File: config.mk
export PLATFORM = sky130hd
export DESIGN_NAME = mux8_rr_arbiter
export DESIGN_NICKNAME = d
export VERILOG_FILES = /design/src/rtl/mux8_rr_arbiter.sv
export SDC_FILE = /design/constraint.sdc
export NUM_CORES = 1
export LEC_CHECK = 0
export ABC_CLOCK_PERIOD_IN_PS = 2800
export CAP_MARGIN = 10
export CORE_ASPECT_RATIO = 0.8
export CORE_MARGIN = 3
export CORE_UTILIZATION = 32
export DETAILED_ROUTE_END_ITERATION = 8
export HOLD_SLACK_MARGIN = 0.1
export PLACE_DENSITY = 0.79
export SLEW_MARGIN = 0
export SYNTH_ARGS = -nofsm -noshare
export SYNTH_HDL_FRONTEND = slang
export SYNTH_SLANG_ARGS = --single-unit
File: constraint.sdc
create_clock -name clk -period 2.8 [get_ports clk]
set_clock_uncertainty 0.05 [all_clocks]
set_input_delay 0.56 -clock clk [delete_from_list [all_inputs] [get_ports clk]]
set_output_delay 0.56 -clock clk [all_outputs]
set_load 0.05 [all_outputs]
File: src/rtl/mux8_rr_arbiter.sv
// rtl/mux8_rr_arbiter.sv - round-robin 8:1 packet arbiter with one registered output stage
// Define MUX8_ARB_TIMEOUT_EN to build the stalled-grant timeout release.
module mux8_rr_arbiter #(
  parameter int WIDTH     = 32,
  parameter int TO_CYCLES = 16
) (
  input  logic               clk,
  input  logic               reset_n,
  input  logic [7:0]         req_valid,
  input  logic [8*WIDTH-1:0] req_data,
  input  logic [7:0]         req_last,
  output logic [7:0]         req_ready,
  output logic               out_valid,
  output logic [WIDTH-1:0]   out_data,
  output logic [2:0]         out_src,
  output logic               out_last,
  input  logic               out_ready,
  output logic               busy,
  output logic               timeout
);

  typedef enum logic {IDLE = 1'b0, LOCK = 1'b1} state_t;

  state_t     state, state_nxt;
  logic [2:0] sel, ptr, winner, cand;
  logic       found, any_req, sel_valid, out_free, accept, release_pkt, to_fire;

  if (TO_CYCLES < 2) begin : g_bad_to_cycles
    $error("TO_CYCLES must be at least 2");
  end

  assign any_req     = |req_valid;
  assign sel_valid   = req_valid[sel];
  assign out_free    = !out_valid || out_ready;
  assign accept      = (state == LOCK) && sel_valid && out_free;
  assign release_pkt = (accept && req_last[sel]) || to_fire;

  // Search starts just after the last packet owner; 3-bit overflow gives the modulo-8 wrap.
  always_comb begin
    winner = ptr;
    cand   = ptr;
    found  = 1'b0;
    for (int i = 1; i <= 8; i++) begin
      cand = ptr + 3'(i);
      if (!found && req_valid[cand]) begin
        winner = cand;
        found  = 1'b1;
      end
    end
  end

  always_ff @(posedge clk or negedge reset_n) begin
    if (!reset_n) state <= IDLE;
    else          state <= state_nxt;
  end

  always_comb begin
    state_nxt = state;
    case (state)
      IDLE:    if (any_req) state_nxt = LOCK;
      LOCK:    if (release_pkt) state_nxt = IDLE;
      default: state_nxt = IDLE;
    endcase
  end

  always_comb begin
    req_ready = '0;
    busy      = (state == LOCK);
    if (state == LOCK && out_free) req_ready[sel] = 1'b1;
  end

  always_ff @(posedge clk or negedge reset_n) begin
    if (!reset_n) begin
      sel       <= 3'd0;
      ptr       <= 3'd7;
      out_valid <= 1'b0;
      out_data  <= '0;
      out_src   <= 3'd0;
      out_last  <= 1'b0;
    end else begin
      if (state == IDLE && any_req) sel <= winner;
      if (release_pkt) ptr <= sel;
      if (accept) begin
        out_valid <= 1'b1;
        out_data  <= req_data[sel*WIDTH +: WIDTH];
        out_src   <= sel;
        out_last  <= req_last[sel];
      end else if (out_ready) begin
        out_valid <= 1'b0;
      end
    end
  end

`ifdef MUX8_ARB_TIMEOUT_EN
  localparam int            CW      = $clog2(TO_CYCLES);
  localparam logic [CW-1:0] TO_LAST = CW'(TO_CYCLES - 1);

  logic [CW-1:0] stall_cnt;

  assign to_fire = (state == LOCK) && !sel_valid && (stall_cnt == TO_LAST);

  // Counts only cycles where the owner is silent; backpressure stalls hold the count.
  always_ff @(posedge clk or negedge reset_n) begin
    if (!reset_n) begin
      stall_cnt <= '0;
      timeout   <= 1'b0;
    end else begin
      timeout <= to_fire;
      if (state != LOCK || accept || to_fire) stall_cnt <= '0;
      else if (!sel_valid)                     stall_cnt <= stall_cnt + 1'b1;
    end
  end
`else
  assign to_fire = 1'b0;
  assign timeout = 1'b0;
`endif

endmodule

==> results of run 1 <==
==> cell usage after synthesis, types with 2 or more instances <==
cell                        count  share of area, %
sky130_fd_sc_hd__mux4_2        79                39
sky130_fd_sc_hd__mux2i_1       43               9.5
sky130_fd_sc_hd__nor2_1        42               3.5
sky130_fd_sc_hd__dfrtp_1       41                23
sky130_fd_sc_hd__a21oi_1       38               4.2
sky130_fd_sc_hd__clkbuf_1      19               1.6
sky130_fd_sc_hd__nand2_1       12              0.99
sky130_fd_sc_hd__mux2_2         8               2.0
sky130_fd_sc_hd__buf_1          7              0.58
sky130_fd_sc_hd__nand2b_1       7              0.96
sky130_fd_sc_hd__inv_1          6              0.50
sky130_fd_sc_hd__buf_2          5              0.55
sky130_fd_sc_hd__nand3_1        4              0.44
sky130_fd_sc_hd__o21ai_0        4              0.44
sky130_fd_sc_hd__buf_6          3              0.74
sky130_fd_sc_hd__dfstp_2        3               1.7
sky130_fd_sc_hd__o211ai_1       3              0.50
sky130_fd_sc_hd__a21bo_2        2              0.44
sky130_fd_sc_hd__a21o_1         2              0.33
sky130_fd_sc_hd__a32o_1         2              0.44
sky130_fd_sc_hd__and2_1         2              0.28
sky130_fd_sc_hd__and3_1         2              0.28
sky130_fd_sc_hd__buf_4          2              0.33
sky130_fd_sc_hd__ha_1           2              0.55
sky130_fd_sc_hd__mux2i_4        2              0.99
sky130_fd_sc_hd__nor3_1         2              0.22
sky130_fd_sc_hd__nor4_1         2              0.28
sky130_fd_sc_hd__o2111ai_1      2              0.39
sky130_fd_sc_hd__o22ai_1        2              0.28
sky130_fd_sc_hd__xnor2_1        2              0.39
==> registers in the layout (all words and copies together) (netlist names) <==
name       cells
out_src        3
out_valid      1
sel            3
ptr            3
out_last       1
busy           1
out_data      32
==> kinds of logic (layout without fill, tap and decap cells) <==
logic type	count (synthesis)	after routing	share of synthesized area, %
AOI/OAI and AO/OA	64	64	8.680
other	1	1	0.08259
adders and majority gates	2	2	0.5510
buffers and inverters	44	363	4.822
muxes	133	133	51.94
xor gates and xnor gates	4	4	0.9371
DFF	44	44	24.33
and+or+nand+nor	81	81	8.653
==> path summary, 6_finish.rpt <==
path,startpoint,to,slack [ns],cells after the start
setup / recovery,out_ready,req_ready[2],0.13,6
hold / removal,reset_n,out_data[10],0.40,1
setup reg to reg,ptr[1],sel[0],0.17,8
hold reg to reg,out_last,out_last,0.44,1
max in group asynchronous,reset_n,sel[0],1.57,1
min in group clk,out_last,out_last,0.44,1
==> worst max-delay path: stages <==
cell and delay [ns]:
sky130_fd_sc_hd__clkdlybuf4s50_1 0.46, sky130_fd_sc_hd__nand2b_1 0.15, sky130_fd_sc_hd__nand2_1 0.15, sky130_fd_sc_hd__or2_2 0.36, sky130_fd_sc_hd__nor2_1 0.21, sky130_fd_sc_hd__buf_12 0.17
==> per-stage QoR <==
step | cells | hold slack, ns | TNS, ns
after floorplan | 373 | 0.2144 | -0.01049
after global placement | 863 | 0.4243 | -0.09944
after detailed placement | 863 | 0.4236 | -0.1683
after CTS | 871 | 0.4429 | 0
after global routing | 872 | 0.4552 | 0
final | 872 | 0.3997 | 0
==> area by class of cell <==
cell class / count / area [sq um] / area share, %
sequential: 44 / 1111 / 13.40
tap: 180 / 225.2 / 2.716
timing repair buffer: 349 / 3546 / 42.76
multi-input combinational: 285 / 3242 / 39.09
inverter: 6 / 22.52 / 0.2716
clock buffer: 8 / 146.4 / 1.765
==> per-layer routing <==
metal	routed length, microns	vias to the layer above
met5	0	-
met4	147	0
met3	1505	10
met2	9722	217
met1	7495	2284
li1	-	2127
==> power by group <==
part,internal [mW],switching [mW]
clock network,0.356,0.235
logic,3.37,3.61
registers,0.996,0.339
total,4.72,4.19
==> timing repair <==
item | CTS | global route
setup buffers | 0 | 1
resized for setup | 0 | 3
endpoints found under the setup margin | 0 | 4
==> key figures, run 1 <==
Status
  – Outcome: complete, no violations

STA
  – Number of hold-slack violations in the final timing report: 0
  – Fraction of the cycle the final worst path needs: 95.38%
  – Worst-case headroom to the max-slew limit: 32.87%
  – Slew at the pin closest to its max-slew limit: 1.007 ns
  – Setup ws final: 0.1292 ns
  – Total setup violations reported at the end of the flow: 0
  – Upper clock frequency limit: 374.4 MHz
  – Final critical path time including I/O delays and setup: 2.671 ns
  – Max-slew violation count: 0
  – Unrepaired setup endpoints after global routing: no

Run
  – Max-Cap Viols: 0

Power
  – Maximum vdd drop: 493.7 uV
  – Final Total Pwr: 8.908 mW
  – Static leakage: 3.214 nW
  – Power per cell area: 1074 mW/mm^2

Finish
  – Area added between synthesis and finish: 82.64%
  – Diodes inserted: 0
  – Layout filler cell count: 1089
  – Share of final-layout standard cells stronger than drive strength 1: 21.82%
  – Final nets: 968
  – Core Util, Final: 60.35%
  – Most common cell after layout, fill and taps aside: sky130_fd_sc_hd__clkdlybuf4s50_1
  – Final cell area excluding filler cells: 0.008293 sq mm
  – Highest-count cells in the layout ignoring fill and taps: 311 x sky130_fd_sc_hd__clkdlybuf4s50_1, 79 x sky130_fd_sc_hd__mux4_2, 43 x sky130_fd_sc_hd__mux2i_1

Logic synthesis
  – Most instantiated flip-flop cell in the synthesis netlist: sky130_fd_sc_hd__dfrtp_1
  – Post-synth EDFFs: 0
  – Library cells used by synthesis: 53
  – Yosys warning total: 0
  – Post-synthesis sequential area ratio: 24.33%
  – Gate count after technology mapping: 373
  – Fraction of registers with async set/reset: 100.0%
  – Summed instance area of the synthesized netlist: 0.004541 sq mm
  – Synthesized area per cell: 12.17 sq um
  – Synthesized Nets: 650
  – Flip-flop and latch count after synthesis: 44

Placed design
  – Post-DP Area: 0.008130 sq mm
  – Port Buffer Count: 320
  – Pre-CTS setup slack: -0.08941 ns
  – GP Congestion: 0.9422
  – Detail Placement HPWL: 15560 microns

Global route
  – Via count of the first global-routing pass: 5017
  – Initial antenna violation count: 0
  – Grt total ovfl: 0
  – GR met1 Demand/Resource: 30.64%
  – Largest net degree at the start of global routing: 75
  – M2 GR Usage: 41.48%
  – Wire length of the first global-routing pass: 29310 microns
  – Total routing usage reported by global routing: 23.61%
  – Met3 usage: 6.005%
  – Layer with the highest usage: met2

Setup path
  – CP startpoint kind: input pin
  – Data required time of the critical path: 2.19 ns
  – Startpoint-to-endpoint class of the critical path: input pin to primary output
  – Nature of the critical path endpoint: primary output
  – Highest net fanout along the worst path: 4
  – Critical path data arrival time: 2.06 ns

Route
  – Remaining DRCs: 0
  – Final Routed Wirelength: 18870 microns
  – Via density per instance: 5.319
  – Total via count in the routed design: 4638
  – 1st-pass router iterations: 4
  – Count of routing violations after the opening detailed-route iteration: 217
  – Routed length per placed instance: 21.64 microns
  – Antenna-violating nets left: 0

Clock network
  – Total of hold buffers inserted after clock tree synthesis: 0
  – Clock buffer count from CTS: 5
  – Clk Latency, worst-skew pair: 0.28 ns
  – CTS Buffer Depth: 2
  – CTS sink cnt: 44
  – CTS tree: done
  – Clock root buffer master: sky130_fd_sc_hd__clkbuf_16
  – Clock-pin slew on the worst setup and hold paths: 0.06 ns
  – H-tree Lvls: 2

Floorplanning
  – Floorplan die area: 0.01566 sq mm
  – Starting density of the core: 33.04%
  – Core region area: 0.01374 sq mm
  – Std-Cell Rows: 38
  – I/O pin count: 322
  – Vertical die dimension: 112.5 microns
  – Horizontal extent of the die: 139.2 microns

Hold path
  – Worst hold-check path type: input pin to async pin
No activity file was read; power rests on OpenSTA's default activity.
==> run 2: changes to the inputs <==
CORE_MARGIN = unset   (was 3)
CTS_BUF_LIST = sky130_fd_sc_hd__clkbuf_16   (was unset)
HOLD_SLACK_MARGIN = unset   (was 0.1)
==> run 2 against run 1 <==
  * Clock-buffer cell count down 3
  * Non-clock buffer count up 5
  * Core utilization up 0.42 points
  * Largest power group unchanged
  * Highest routed layer unchanged
  * Power about the same
  * Critical path depth unchanged
==> key figures, run 2 (synthesis results as in run 1) <==
Run
  – Max-Cap Viols: 0

Placed design
  – Port Buffer Count: 320
  – Detail Placement HPWL: 15710 microns
  – Placed insts: 869
  – GP Congestion: 0.8640
  – Pre-CTS setup slack: -0.04527 ns
  – Post-DP Area: 0.008175 sq mm

Global route
  – Total routing usage reported by global routing: 25.09%
  – Largest net degree at the start of global routing: 70
  – Wire length of the first global-routing pass: 27430 microns
  – Grt total ovfl: 0
  – Via count of the first global-routing pass: 4847
  – Initial antenna violation count: 1

Setup path
  – Nature of the critical path endpoint: primary output
  – CP startpoint kind: input pin
  – Critical path data arrival time: 2.09 ns
  – Highest net fanout along the worst path: 4
  – Minimum setup slack among reg-to-reg paths: 0.21 ns
  – Startpoint-to-endpoint class of the critical path: input pin to primary output
  – Data required time of the critical path: 2.19 ns

STA
  – Worst-case headroom to the max-slew limit: 58.95%
  – Total setup violations reported at the end of the flow: 0
  – Slew at the pin closest to its max-slew limit: 0.6158 ns
  – Unrepaired setup endpoints after global routing: no
  – Setup total negative slack: 0 ns
  – Max-slew violation count: 0
  – Number of hold-slack violations in the final timing report: 0
  – Upper clock frequency limit: 370.3 MHz
  – Fraction of the cycle the final worst path needs: 96.45%
  – Final critical path time including I/O delays and setup: 2.701 ns
  – Worst Hold Slack: 0.2417 ns
  – Setup ws final: 0.09944 ns

Floorplanning
  – Core region area: 0.01369 sq mm
  – Starting density of the core: 33.16%
  – Std-Cell Rows: 38
  – Horizontal extent of the die: 135.2 microns
  – Vertical die dimension: 108.5 microns
  – Floorplan die area: 0.01467 sq mm
  – I/O pin count: 322

Route
  – Final Routed Wirelength: 18860 microns
  – Antenna-violating nets left: 0
  – Met3 layer wire length in the routed design: 1325 microns
  – Remaining DRCs: 0
  – Met2 wire length: 9847 microns
  – Count of routing violations after the opening detailed-route iteration: 322
  – Via density per instance: 5.364
  – 1st-pass router iterations: 4
  – Total via count in the routed design: 4710
  – Wire length on met1: 7461 microns
  – Top Metal Used: met4
  – Routed length per placed instance: 21.48 microns

Clock network
  – Clock root buffer master: sky130_fd_sc_hd__clkbuf_16
  – CTS sink cnt: 44
  – Total of hold buffers inserted after clock tree synthesis: 0
  – Clock-pin slew on the worst setup and hold paths: 0.07 ns
  – Clk Latency, worst-skew pair: 0.28 ns
  – Resized cells post-CTS: 0
  – H-tree Lvls: 2
  – CTS tree: done
  – Post-CTS Repair Setup Buffers: 0
  – CTS Buffer Depth: 2
  – Clock buffer count from CTS: 5

Finish
  – Cell Count, Final, Fillers Out: 878
  – Final nets: 973
  – Most common cell after layout, fill and taps aside: sky130_fd_sc_hd__clkdlybuf4s50_1
  – Register with the most flip-flops: out_data
  – Core Util, Final: 60.77%
  – Share of final-layout standard cells stronger than drive strength 1: 22.24%
  – Final cell area excluding filler cells: 0.008322 sq mm
  – Area added between synthesis and finish: 83.27%
  – Highest-count cells in the layout ignoring fill and taps: 311 x sky130_fd_sc_hd__clkdlybuf4s50_1, 79 x sky130_fd_sc_hd__mux4_2, 43 x sky130_fd_sc_hd__mux2i_1
  – Number of flip-flops under the largest register name: 32

Status
  – Outcome: complete, no violations

Power
  – Final Total Pwr: 8.910 mW
  – Static leakage: 3.242 nW
  – Power per cell area: 1071 mW/mm^2
  – Maximum vdd drop: 560.7 uV

Hold path
  – Worst hold-check path type: input pin to async pin
-- run 2: cell types whose count changed in the layout (fill, tap and decap cells not counted) --
cell,change
sky130_fd_sc_hd__clkbuf_8,-1
sky130_fd_sc_hd__buf_4,+5
sky130_fd_sc_hd__and4_1,+1
sky130_fd_sc_hd__ha_2,-1
sky130_fd_sc_hd__diode_2,+1
sky130_fd_sc_hd__nor3_2,-1
sky130_fd_sc_hd__clkbuf_1,-2
sky130_fd_sc_hd__nor3_1,+1
sky130_fd_sc_hd__and4_2,-1
sky130_fd_sc_hd__ha_1,+1
sky130_fd_sc_hd__clkinv_4,+1
sky130_fd_sc_hd__clkinv_2,+2
-- run 2: area by class of cell --
cell class | count | area [sq um]
Clock buffer | 5 | 125.1
Tap cell | 180 | 225.2
Sequential cell | 44 | 1111
Multi-Input combinational cell | 285 | 3233
Fill cell | 1085 | 5371
Clock inverter | 3 | 18.77
Timing Repair Buffer | 354 | 3583
Antenna cell | 1 | 2.502
Inverter | 6 | 22.52
-- run 2: worst paths after layout --
kind / cells past startpoint / to / from
hold reg to reg: 1 / out_src[0] / out_src[0]
hold / removal: 1 / sel[0] / reset_n
setup / recovery: 6 / req_ready[0] / out_ready
max in group asynchronous: 2 / ptr[0] / reset_n
min in group clk: 1 / out_src[0] / out_src[0]
setup reg to reg: 9 / sel[2] / ptr[0]
-- run 2: critical path, cell delays in order --
cell and delay, ns:
sky130_fd_sc_hd__clkdlybuf4s50_1 0.45, sky130_fd_sc_hd__nand2b_1 0.14, sky130_fd_sc_hd__nand2_1 0.11, sky130_fd_sc_hd__or2_2 0.34, sky130_fd_sc_hd__nor3_1 0.29, sky130_fd_sc_hd__buf_12 0.19
-- run 2: power breakdown --
group / internal (mW) / switching, mW / total, mW / leakage, nW
Clock: 0.329 / 0.247 / 0.576 / 0.0736
Sequential: 0.995 / 0.308 / 1.30 / 0.483
Combinational: 3.37 / 3.66 / 7.03 / 2.69
-- run 2: layer usage --
metal  vias to the layer above  GRT usage, %
met1                      2346         31.07
met4                         0         5.056
met3                        10         5.157
li1                       2141             -
met2                       213         45.09
met5                         -             0
